$ cat src/rtl/project_types.sv
// Shared pipeline types for the memory stage: op codes and write-back records.
// Latency: n/a (types and pure helper functions only).
// Backpressure: n/a.
package project_types;

    typedef enum logic [3:0] {
        MEM_NONE,
        MEM_LB,
        MEM_LBU,
        MEM_LH,
        MEM_LHU,
        MEM_LW,
        MEM_SB,
        MEM_SH,
        MEM_SW,
        MEM_LL,
        MEM_SC
    } mem_op_t;

    // General-purpose register write-back record.
    typedef struct packed {
        logic        we;
        logic [4:0]  addr;
        logic [31:0] data;
    } reg_t;

    // HI/LO write record; the memory stage only forwards it.
    typedef struct packed {
        logic        we;
        logic [31:0] hi;
        logic [31:0] lo;
    } hilo_t;

    function automatic logic op_is_load(input mem_op_t op);
        return op inside {MEM_LB, MEM_LBU, MEM_LH, MEM_LHU, MEM_LW, MEM_LL};
    endfunction

    // Halfword ops need an even address, word ops (including LL/SC) a
    // word-aligned one; byte ops can never be misaligned.
    function automatic logic op_misaligned(input mem_op_t op, input logic [1:0] off);
        case (op)
            MEM_LH, MEM_LHU, MEM_SH:         return off[0];
            MEM_LW, MEM_SW, MEM_LL, MEM_SC:  return off != 2'b00;
            default:                         return 1'b0;
        endcase
    endfunction

endpackage

$ cat src/rtl/mem_load_align.sv
// Extracts the addressed byte/half of a big-endian bus word and extends it to 32 bits.
// Latency: combinational.
// Backpressure: none.
// Ports: op (load kind), byte_off (addr[1:0]), rdata (bus word) -> data (extended result).
module mem_load_align
    import project_types::*;
(
    input  mem_op_t     op,
    input  logic [1:0]  byte_off,
    input  logic [31:0] rdata,
    output logic [31:0] data
);

    logic [7:0]  byte_lane;
    logic [15:0] half_lane;

    always_comb begin
        // Big-endian: offset 0 is the most significant byte of the word.
        case (byte_off)
            2'd0:    byte_lane = rdata[31:24];
            2'd1:    byte_lane = rdata[23:16];
            2'd2:    byte_lane = rdata[15:8];
            default: byte_lane = rdata[7:0];
        endcase
        half_lane = byte_off[1] ? rdata[15:0] : rdata[31:16];

        case (op)
            MEM_LB:  data = {{24{byte_lane[7]}}, byte_lane};
            MEM_LBU: data = {24'h0, byte_lane};
            MEM_LH:  data = {{16{half_lane[15]}}, half_lane};
            MEM_LHU: data = {16'h0, half_lane};
            default: data = rdata;
        endcase
    end

endmodule

$ cat src/rtl/mem_access.sv
// MEM stage: drives the data bus for loads/stores/LL/SC, aligns read data, tracks the LL bit.
// Latency: non-memory ops and faulting ops pass through combinationally; bus ops stall >= 2 cycles.
// Backpressure: stall_req holds upstream until dbus_ack or MAX_WAIT BUSY cycles elapse.
// Ports: ex_* (EX/MEM slot), ll_clr, dbus_* (data bus), stall_req, mem_wreg_o/mem_hilo_o
//        (to MEM/WB), adel_o/ades_o (misalign), bus_err_o (bus timeout).
module mem_access
    import project_types::*;
#(
    parameter int MAX_WAIT = 15
) (
    input  logic        clk,
    input  logic        rst,
    input  logic        ex_valid,
    input  mem_op_t     ex_op,
    input  logic [31:0] ex_addr,
    input  logic [31:0] ex_wdata,
    input  reg_t        ex_wreg,
    input  hilo_t       ex_hilo,
    input  logic        ll_clr,
    output logic        dbus_req,
    output logic        dbus_we,
    output logic [31:0] dbus_addr,
    output logic [3:0]  dbus_be,
    output logic [31:0] dbus_wdata,
    input  logic        dbus_ack,
    input  logic [31:0] dbus_rdata,
    output logic        stall_req,
    output reg_t        mem_wreg_o,
    output hilo_t       mem_hilo_o,
    output logic        adel_o,
    output logic        ades_o,
    output logic        bus_err_o
);

    typedef enum logic [1:0] {IDLE, BUSY, DONE} state_t;

    localparam int            CW        = $clog2(MAX_WAIT + 1);
    localparam logic [CW-1:0] WAIT_LAST = CW'(MAX_WAIT - 1);

    state_t        state, state_nxt;
    logic [CW-1:0] wait_cnt, wait_cnt_nxt;
    logic          ll_bit, ll_bit_nxt;
    logic [31:0]   result_q, result_nxt;
    logic          timeout_q, timeout_nxt;

    // Bus request captured at issue so BUSY outputs stay stable.
    logic          bus_we_q;
    logic [31:0]   bus_addr_q;
    logic [3:0]    bus_be_q;
    logic [31:0]   bus_wdata_q;

    logic          is_mem, is_load, misalign, sc_fail;
    logic [3:0]    req_be;
    logic [31:0]   req_wdata;
    logic [31:0]   load_data;

    mem_load_align u_align (
        .op       (ex_op),
        .byte_off (ex_addr[1:0]),
        .rdata    (dbus_rdata),
        .data     (load_data)
    );

    // Request decode: byte/half stores replicate across every lane and rely on
    // the byte enables to pick the written lanes.
    always_comb begin
        is_mem   = ex_valid && (ex_op != MEM_NONE);
        is_load  = op_is_load(ex_op);
        misalign = op_misaligned(ex_op, ex_addr[1:0]);
        sc_fail  = (ex_op == MEM_SC) && !ll_bit;
        case (ex_op)
            MEM_LB, MEM_LBU, MEM_SB: begin
                req_be    = 4'b1000 >> ex_addr[1:0];
                req_wdata = {4{ex_wdata[7:0]}};
            end
            MEM_LH, MEM_LHU, MEM_SH: begin
                req_be    = ex_addr[1] ? 4'b0011 : 4'b1100;
                req_wdata = {2{ex_wdata[15:0]}};
            end
            default: begin
                req_be    = 4'b1111;
                req_wdata = ex_wdata;
            end
        endcase
    end

    always_ff @(posedge clk) begin
        if (rst) begin
            state       <= IDLE;
            wait_cnt    <= '0;
            ll_bit      <= 1'b0;
            result_q    <= '0;
            timeout_q   <= 1'b0;
            bus_we_q    <= 1'b0;
            bus_addr_q  <= '0;
            bus_be_q    <= '0;
            bus_wdata_q <= '0;
        end else begin
            state     <= state_nxt;
            wait_cnt  <= wait_cnt_nxt;
            ll_bit    <= ll_bit_nxt;
            result_q  <= result_nxt;
            timeout_q <= timeout_nxt;
            if (state == IDLE && state_nxt == BUSY) begin
                bus_we_q    <= !is_load;
                bus_addr_q  <= {ex_addr[31:2], 2'b00};
                bus_be_q    <= req_be;
                bus_wdata_q <= req_wdata;
            end
        end
    end

    always_comb begin
        state_nxt    = state;
        wait_cnt_nxt = wait_cnt;
        ll_bit_nxt   = ll_bit;
        result_nxt   = result_q;
        timeout_nxt  = timeout_q;
        dbus_req     = 1'b0;
        dbus_we      = 1'b0;
        dbus_addr    = '0;
        dbus_be      = '0;
        dbus_wdata   = '0;
        stall_req    = 1'b0;
        mem_wreg_o   = ex_wreg;
        mem_hilo_o   = ex_hilo;
        adel_o       = 1'b0;
        ades_o       = 1'b0;
        bus_err_o    = 1'b0;

        case (state)
            IDLE: begin
                if (is_mem) begin
                    if (misalign) begin
                        adel_o        = is_load;
                        ades_o        = !is_load;
                        mem_wreg_o.we = 1'b0;
                    end else if (sc_fail) begin
                        mem_wreg_o.we   = 1'b1;
                        mem_wreg_o.data = '0;
                    end else begin
                        dbus_req      = 1'b1;
                        dbus_we       = !is_load;
                        dbus_addr     = {ex_addr[31:2], 2'b00};
                        dbus_be       = req_be;
                        dbus_wdata    = req_wdata;
                        stall_req     = 1'b1;
                        mem_wreg_o.we = 1'b0;
                        wait_cnt_nxt  = '0;
                        timeout_nxt   = 1'b0;
                        state_nxt     = BUSY;
                    end
                end
            end
            BUSY: begin
                dbus_req      = 1'b1;
                dbus_we       = bus_we_q;
                dbus_addr     = bus_addr_q;
                dbus_be       = bus_be_q;
                dbus_wdata    = bus_wdata_q;
                stall_req     = 1'b1;
                mem_wreg_o.we = 1'b0;
                if (dbus_ack) begin
                    if (ex_op == MEM_SC)
                        result_nxt = 32'd1;
                    else if (is_load)
                        result_nxt = load_data;
                    else
                        result_nxt = ex_wreg.data;
                    if (ex_op == MEM_LL) ll_bit_nxt = 1'b1;
                    if (ex_op == MEM_SC) ll_bit_nxt = 1'b0;
                    wait_cnt_nxt = '0;
                    state_nxt    = DONE;
                end else if (wait_cnt == WAIT_LAST) begin
                    timeout_nxt  = 1'b1;
                    wait_cnt_nxt = '0;
                    state_nxt    = DONE;
                end else begin
                    wait_cnt_nxt = wait_cnt + CW'(1);
                end
            end
            DONE: begin
                mem_wreg_o.data = result_q;
                if (timeout_q)
                    mem_wreg_o.we = 1'b0;
                else if (ex_op == MEM_SC)
                    mem_wreg_o.we = 1'b1;
                bus_err_o = timeout_q;
                state_nxt = IDLE;
            end
            default: state_nxt = IDLE;
        endcase

        // An exception/ERET in the same cycle as an LL completing wins.
        if (ll_clr) ll_bit_nxt = 1'b0;

        // Keep the bus and pipeline controls quiet while reset is applied, so a
        // transfer in flight is abandoned immediately.
        if (rst) begin
            dbus_req   = 1'b0;
            dbus_we    = 1'b0;
            dbus_addr  = '0;
            dbus_be    = '0;
            dbus_wdata = '0;
            stall_req  = 1'b0;
            adel_o     = 1'b0;
            ades_o     = 1'b0;
            bus_err_o  = 1'b0;
        end
    end

endmodule
$ cat config.mk
export PLATFORM = sky130hd
export DESIGN_NAME = mem_access
export DESIGN_NICKNAME = d
export VERILOG_FILES = /design/src/rtl/project_types.sv /design/src/rtl/mem_load_align.sv /design/src/rtl/mem_access.sv
export SDC_FILE = /design/constraint.sdc
export NUM_CORES = 1
export LEC_CHECK = 0
export BUFFER_PORTS_ARGS = -buffer_cell sky130_fd_sc_hd__buf_2
export CAP_MARGIN = 20
export CORE_ASPECT_RATIO = 1.75
export CORE_MARGIN = 8
export CORE_UTILIZATION = 35
export DETAILED_ROUTE_END_ITERATION = 7
export GPL_ROUTABILITY_DRIVEN = 1
export PLACE_DENSITY = 0.66
export SYNTH_ARGS = -nofsm -noshare
export SYNTH_HDL_FRONTEND = slang
export SYNTH_SLANG_ARGS = --single-unit
$ cat constraint.sdc
create_clock -name clk -period 5.4 [get_ports clk]
set_input_delay 1.62 -clock clk [delete_from_list [all_inputs] [get_ports clk]]
set_output_delay 1.62 -clock clk [all_outputs]
set_load 0.01 [all_outputs]
### Word level (Yosys, flattened, before mapping)

Index checks and enable logic that the tools add are counted.

| storage, ports and cells | value |
|---|---|
| word-level logic and storage cells | 126 |
| bits in registers | 107 |
| input bits | 208 |

| operators by class | value |
|---|---|
| reductions and logical operators | 20 |
| shift-type cells | 1 |
| equality and inequality tests | 21 |
| $add $sub $neg | 1 |
| multiplexer cells | 74 |

Operators with widths:

| kind | number |
|---|---|
| 32-bit two-way mux | 13 |
| 32-bit one-hot mux with 2 select lines | 4 |
| 32-bit one-hot mux with 4 select lines | 1 |
| 4-bit two-way mux | 10 |
| 1-bit two-way mux | 30 |
| 4-bit one-hot mux with 2 select lines | 3 |
| 8-bit one-hot mux with 3 select lines | 1 |
| 4-bit by 3-bit == test with 1-bit output (second input constant) | 4 |
| 4-bit == test (second input constant) | 4 |
| 16-bit two-way mux | 1 |
| 2-bit two-way mux | 5 |
| 2-bit inequality test (second input constant) | 5 |
| 4-bit by 2-bit == test with 1-bit output (second input constant) | 2 |
| 1-bit one-hot mux with 2 select lines | 4 |
| 2-bit by 1-bit == test with 1-bit output (second input constant) | 3 |
| 6-bit AND reduction | 1 |
| 2-bit nonzero test | 3 |
| 6-bit nonzero test | 1 |
| 3-bit OR reduction | 2 |
| 4-bit by 1-bit adder with 4-bit output (second input constant) | 1 |
| 2-bit == test (second input constant) | 2 |
| 4-bit by 1-bit == test with 1-bit output (second input constant) | 1 |
| 2-bit logical NOT | 2 |
| 2-bit one-hot mux with 2 select lines | 1 |
| other kinds (10) | 13 |

### Depth between registers and ports, before layout

| logic depth | value |
|---|---|
| depth in word-level cells | 8 |
| mapped depth | 10 |

### By module

From an unflattened synthesis, not the netlist that was laid out.

| unflattened totals | value |
|---|---|
| cell total of the unflattened synthesis | 904 |
| area, all modules | 7678.6 um^2 |

By module, submodules not included:

| module | area each (um^2) | sequential area each (um^2) | cells an instance | instances |
|---|---|---|---|---|
| mem_access | 6776.5 | 2142.1 | 816 | 1 |
| mem_load_align | 902.1 | 0.0 | 88 | 1 |

### Least setup slack after synthesis

OpenSTA, ideal clock, no wires.

| timing path | value |
|---|---|
| path type | input port to output port |
| start point | input ex_op[3] |
| end point | output stall_req |
| required time | 3780 ps |
| arrival | 3403 ps |
| cell stages on the path | 10 |
| buffers on the path | 5 |
| setup slack | 377 ps |
| cell sequence | buf_2 -> and4bb_1 -> a2111oi_2 -> and3_1 -> buf_2 -> buf_4 -> buf_2 -> nor2_1 -> nor2_1 -> buf_4 |

| between the ends | value |
|---|---|
| longest elaborated chain between the ends | 7 |

Ends and longest elaborated chain:

| element | RTL line | source |
|---|---|---|
| start: declaration | mem_access.sv:14 | `input mem_op_t ex_op,` |
| 4-bit by 3-bit == test with 1-bit output, or another cell as far along | project_types.sv:41 | `case (op)` |
| 4-bit OR reduction, or another cell as far along | project_types.sv:41 |  |
| 1-bit one-hot mux with 2 select lines / 1-bit two-way mux (equally long branches) | -- |  |
| 1-bit two-way mux | -- |  |
| 1-bit two-way mux (*) | -- |  |
| 1-bit one-hot mux with 2 select lines (*) | -- |  |
| 1-bit two-way mux (*) | -- |  |
| end: declaration | mem_access.sv:27 | `output logic stall_req,` |

Every way passes the cells marked *; elsewhere a longest branch is shown, timed or not.

### Worst setup path in the final report

| timing path | value |
|---|---|
| start point | input ex_op[0] |
| end point | output dbus_wdata[8] |

| between the ends | value |
|---|---|
| longest elaborated chain between the ends | 8 |

Ends and longest elaborated chain:

| element | RTL line | source |
|---|---|---|
| 4-bit by 2-bit == test with 1-bit output, or another cell as far along | project_types.sv:41, mem_access.sv:71 |  |
| 3-bit OR reduction (on tied branches) | project_types.sv:41, mem_access.sv:71 |  |
| 32-bit one-hot mux with 2 select lines | mem_access.sv:71 | `case (ex_op)` |
| 32-bit two-way mux | mem_access.sv:138 | `end else if (sc_fail) begin` |
| 32-bit two-way mux | mem_access.sv:134 | `if (misalign) begin` |
| 32-bit two-way mux (*) | mem_access.sv:133 | `if (is_mem) begin` |
| 32-bit one-hot mux with 2 select lines (*) | mem_access.sv:131 | `case (state)` |
| 32-bit two-way mux (*) | mem_access.sv:199 | `if (rst) begin` |
| end: declaration | mem_access.sv:24 | `output logic [31:0] dbus_wdata,` |

Marks and branches as above.

==> impl_metrics.ini <==
[global_route]
grt_max_degree = 64
overflow = 0
grt_pass1_wl_um = 43260
gr-usage-all-layers_pct = 22.82
grt_pass1_vias = 7347
antenna_found_initial = 8

[detailed_routing]
detail_route.wl_per_cell_um = 21.66
dr_wl_met3_um = 2131
routed_wl_um = 28820
drt_pass1_iterations = 5
vias_per_cell = 5.541
drt_iter0_markers = 600
ant_nets = 0
topRoutingLayerUsed = met5
via_count = 7375
wl_met2_um = 14650
wl_met1_um = 9505
drc_errors = 0

[sta]
fin_ws_ns = 0.1485
finalCritPeriodShare_pct = 97.25
setup_viol = 0
clock_skew_ns = 0.009798
worstMarginPinSlew_ns = 1.037
hold_viol = 0
fin_tns_setup_ns = 0
rsz0062_at_grt = false
finalCriticalPeriod_ns = 5.251
fmax_mhz = 190.4
maxSlewHeadroom_pct = 30.54
finalMaxSlewViolations = 0

[setup_path]
startpoint_type = input port
path_depth = 8
critPathMaxFanout = 27
crit_chain = buf_2, and4bb_1, a2111oi_2, and3_2, buf_12, nand2_1, o21ai_0, buf_2
reg2regPathDepth = 5
required_ns = 3.78
crit_top_cell = buf_2
end_kind = output port
slowest_stage = a2111oi_2
cp_top_family = simple AND/OR/NAND/NOR gates
critPathKind = in -> out
crit_buf_inv = 3
cpPeakStageDelay_ns = 0.43
arrival_ns = 3.63

[die]
die_h_um = 200.5
io_pins = 385
die_w_um = 121.4
num_rows = 67
start_util_pct = 35.61
coreArea_um2 = 19110
die_area_um2 = 24340

[pwr]
p_leak_nw = 3.403
p_per_area_nw_per_um2 = 255.8
peakVddDrop_mv = 0.1917
finalPower_mw = 2.061

[clocking]
path_clk_slew_ns = 0.07
post_cts_buffers = 0
cts_tree = built
htreeDepth = 3
cts.sinks = 107
clock_latency_ns = 0.35
cts_root_buf = clkbuf_16
clockBufferDepth = 2
cts_buffers = 9

[hold_path]
hp-class = reg -> reg
min_path_cells = 2

[placed_design]
portBuffers = 242
place_ws_ns = 0.1797
finalWeightedCongestion = 0.9027
dpl.hpwl_um = 22310

[final_layout]
utilization_pct = 42.14
nNetsFinal = 1291
area_delta_synth_final_pct = 18.33
layout-drive-gt1-share_pct = 29.47
fillCellCount = 2083
layout_common_cells = 241 x buf_2, 225 x nand2_1, 148 x a21oi_1, 107 x dfxtp_1, 58 x o21ai_0
final_common_cell = buf_2

[logic_synthesis]
syn_area_per_cell_um2 = 7.195
synthArstFlopShare_pct = 0
syn_inst = 946
synth_top_area_share_pct = 31.47
ys_seq_elements = 107
ys_warn_count = 0
ys_seq_area_share_pct = 31.47
yosysTopAreaCell = dfxtp_1
yosys_most_used_dff = dfxtp_1
synth_area_um2 = 6807
netlist-cell-type-count = 60
synth_edf_count = 0
synthTopCellsByArea = dfxtp_1 31%, nand2_1 12%, a21oi_1 11%

[run]
maxCapViolations = 0

[outcome]
status = complete, no violations
## final timing paths
check	start	to	slack, ns
worst max-delay path	ex_op[0]	dbus_wdata[8]	0.15
worst min-delay path	result_q[31]	result_q[31]	0.45
worst max register to register	state[0]	result_q[4]	2.62
worst min register to register	result_q[31]	result_q[31]	0.45
## power breakdown
part	total [mW]	switching, mW	internal [mW]
Combinational	0.503	0.311	0.191
Clock	0.696	0.355	0.341
Sequential	0.862	0.0253	0.837
Total	2.06	0.691	1.37
## stage by stage
step	instance area [um^2]	hold slack, ns	instances
floorplan	6810	0.4254	947
global placement	7726	0.4336	1310
detailed placement	7726	0.4441	1310
CTS	8033	0.4560	1326
global route	8051	0.4725	1330
finish	8054	0.4539	1331
## per-layer routing
metal  vias up  track usage (%)
met1      3419            22.04
li1       3515                -
met5         -                0
met2       302            39.74
met4         6            19.72
met3       133            4.928
## cell usage after synthesis, drive strengths merged, types with 2 or more instances
cell type / instances
nand2: 226
a221o: 3
a31oi: 15
a211oi: 2
clkbuf: 49
and2: 17
or3b: 2
inv: 12
o221ai: 22
nor3b: 2
o21a: 3
nor3: 3
o21ai: 61
dfxtp: 107
o32ai: 12
mux2: 16
nand2b: 7
a22o: 32
a21oi: 149
nand3: 4
and3: 2
mux2i: 16
a22oi: 5
nor2: 40
or2: 3
nor2b: 5
o32a: 2
nor4: 2
buf: 98
a2111oi: 2
ha: 2
a32oi: 3
o22ai: 2
a21o: 5
## worst register-to-register path: cells and delay by family (launching register included)
kind,cells,cell delay [ns]
AND/OR/NAND/NOR,3,1.69
AO/OA/AOI/OAI,2,0.49
flip-flops,1,0.53
## sequential cells by signal (all words and copies together) (netlist names)
register     count
bus_wdata_q     32
timeout_q        1
result_q        32
ll_bit           1
state            2
wait_cnt         4
bus_addr_q      30
bus_we_q         1
bus_be_q         4
## area by class of cell
type / count / area [um^2] / area share, %
Clock inverter: 6 / 67.56 / 0.8389
Clock buffer: 10 / 239.0 / 2.967
Tap cell: 241 / 301.5 / 3.744
Antenna cell: 4 / 10.01 / 0.1243
Sequential cell: 107 / 2142 / 26.60
Multi-Input combinational cell: 681 / 3787 / 47.03
Timing Repair Buffer: 270 / 1461 / 18.15
Inverter: 12 / 45.04 / 0.5593
## kinds of logic (layout without fill, tap and decap cells)
logic type,count (synthesis),in the layout,share of synthesized area (%)
AOI/OAI and AO/OA,328,328,30.20
xor gates and xnor gates,1,1,0.1287
adders and majority gates,2,2,0.3676
buffers and inverters,159,298,13.36
DFF,107,107,31.47
muxes,32,32,5.000
other,1,6,0.05509
and+or+nand+nor,316,316,19.41
## timing repair
item,in CTS,in global routing
hold buffers,0,0
setup endpoints to repair,0,1
resized for setup,0,1
Note: power is estimated with default switching activity, not from simulation.
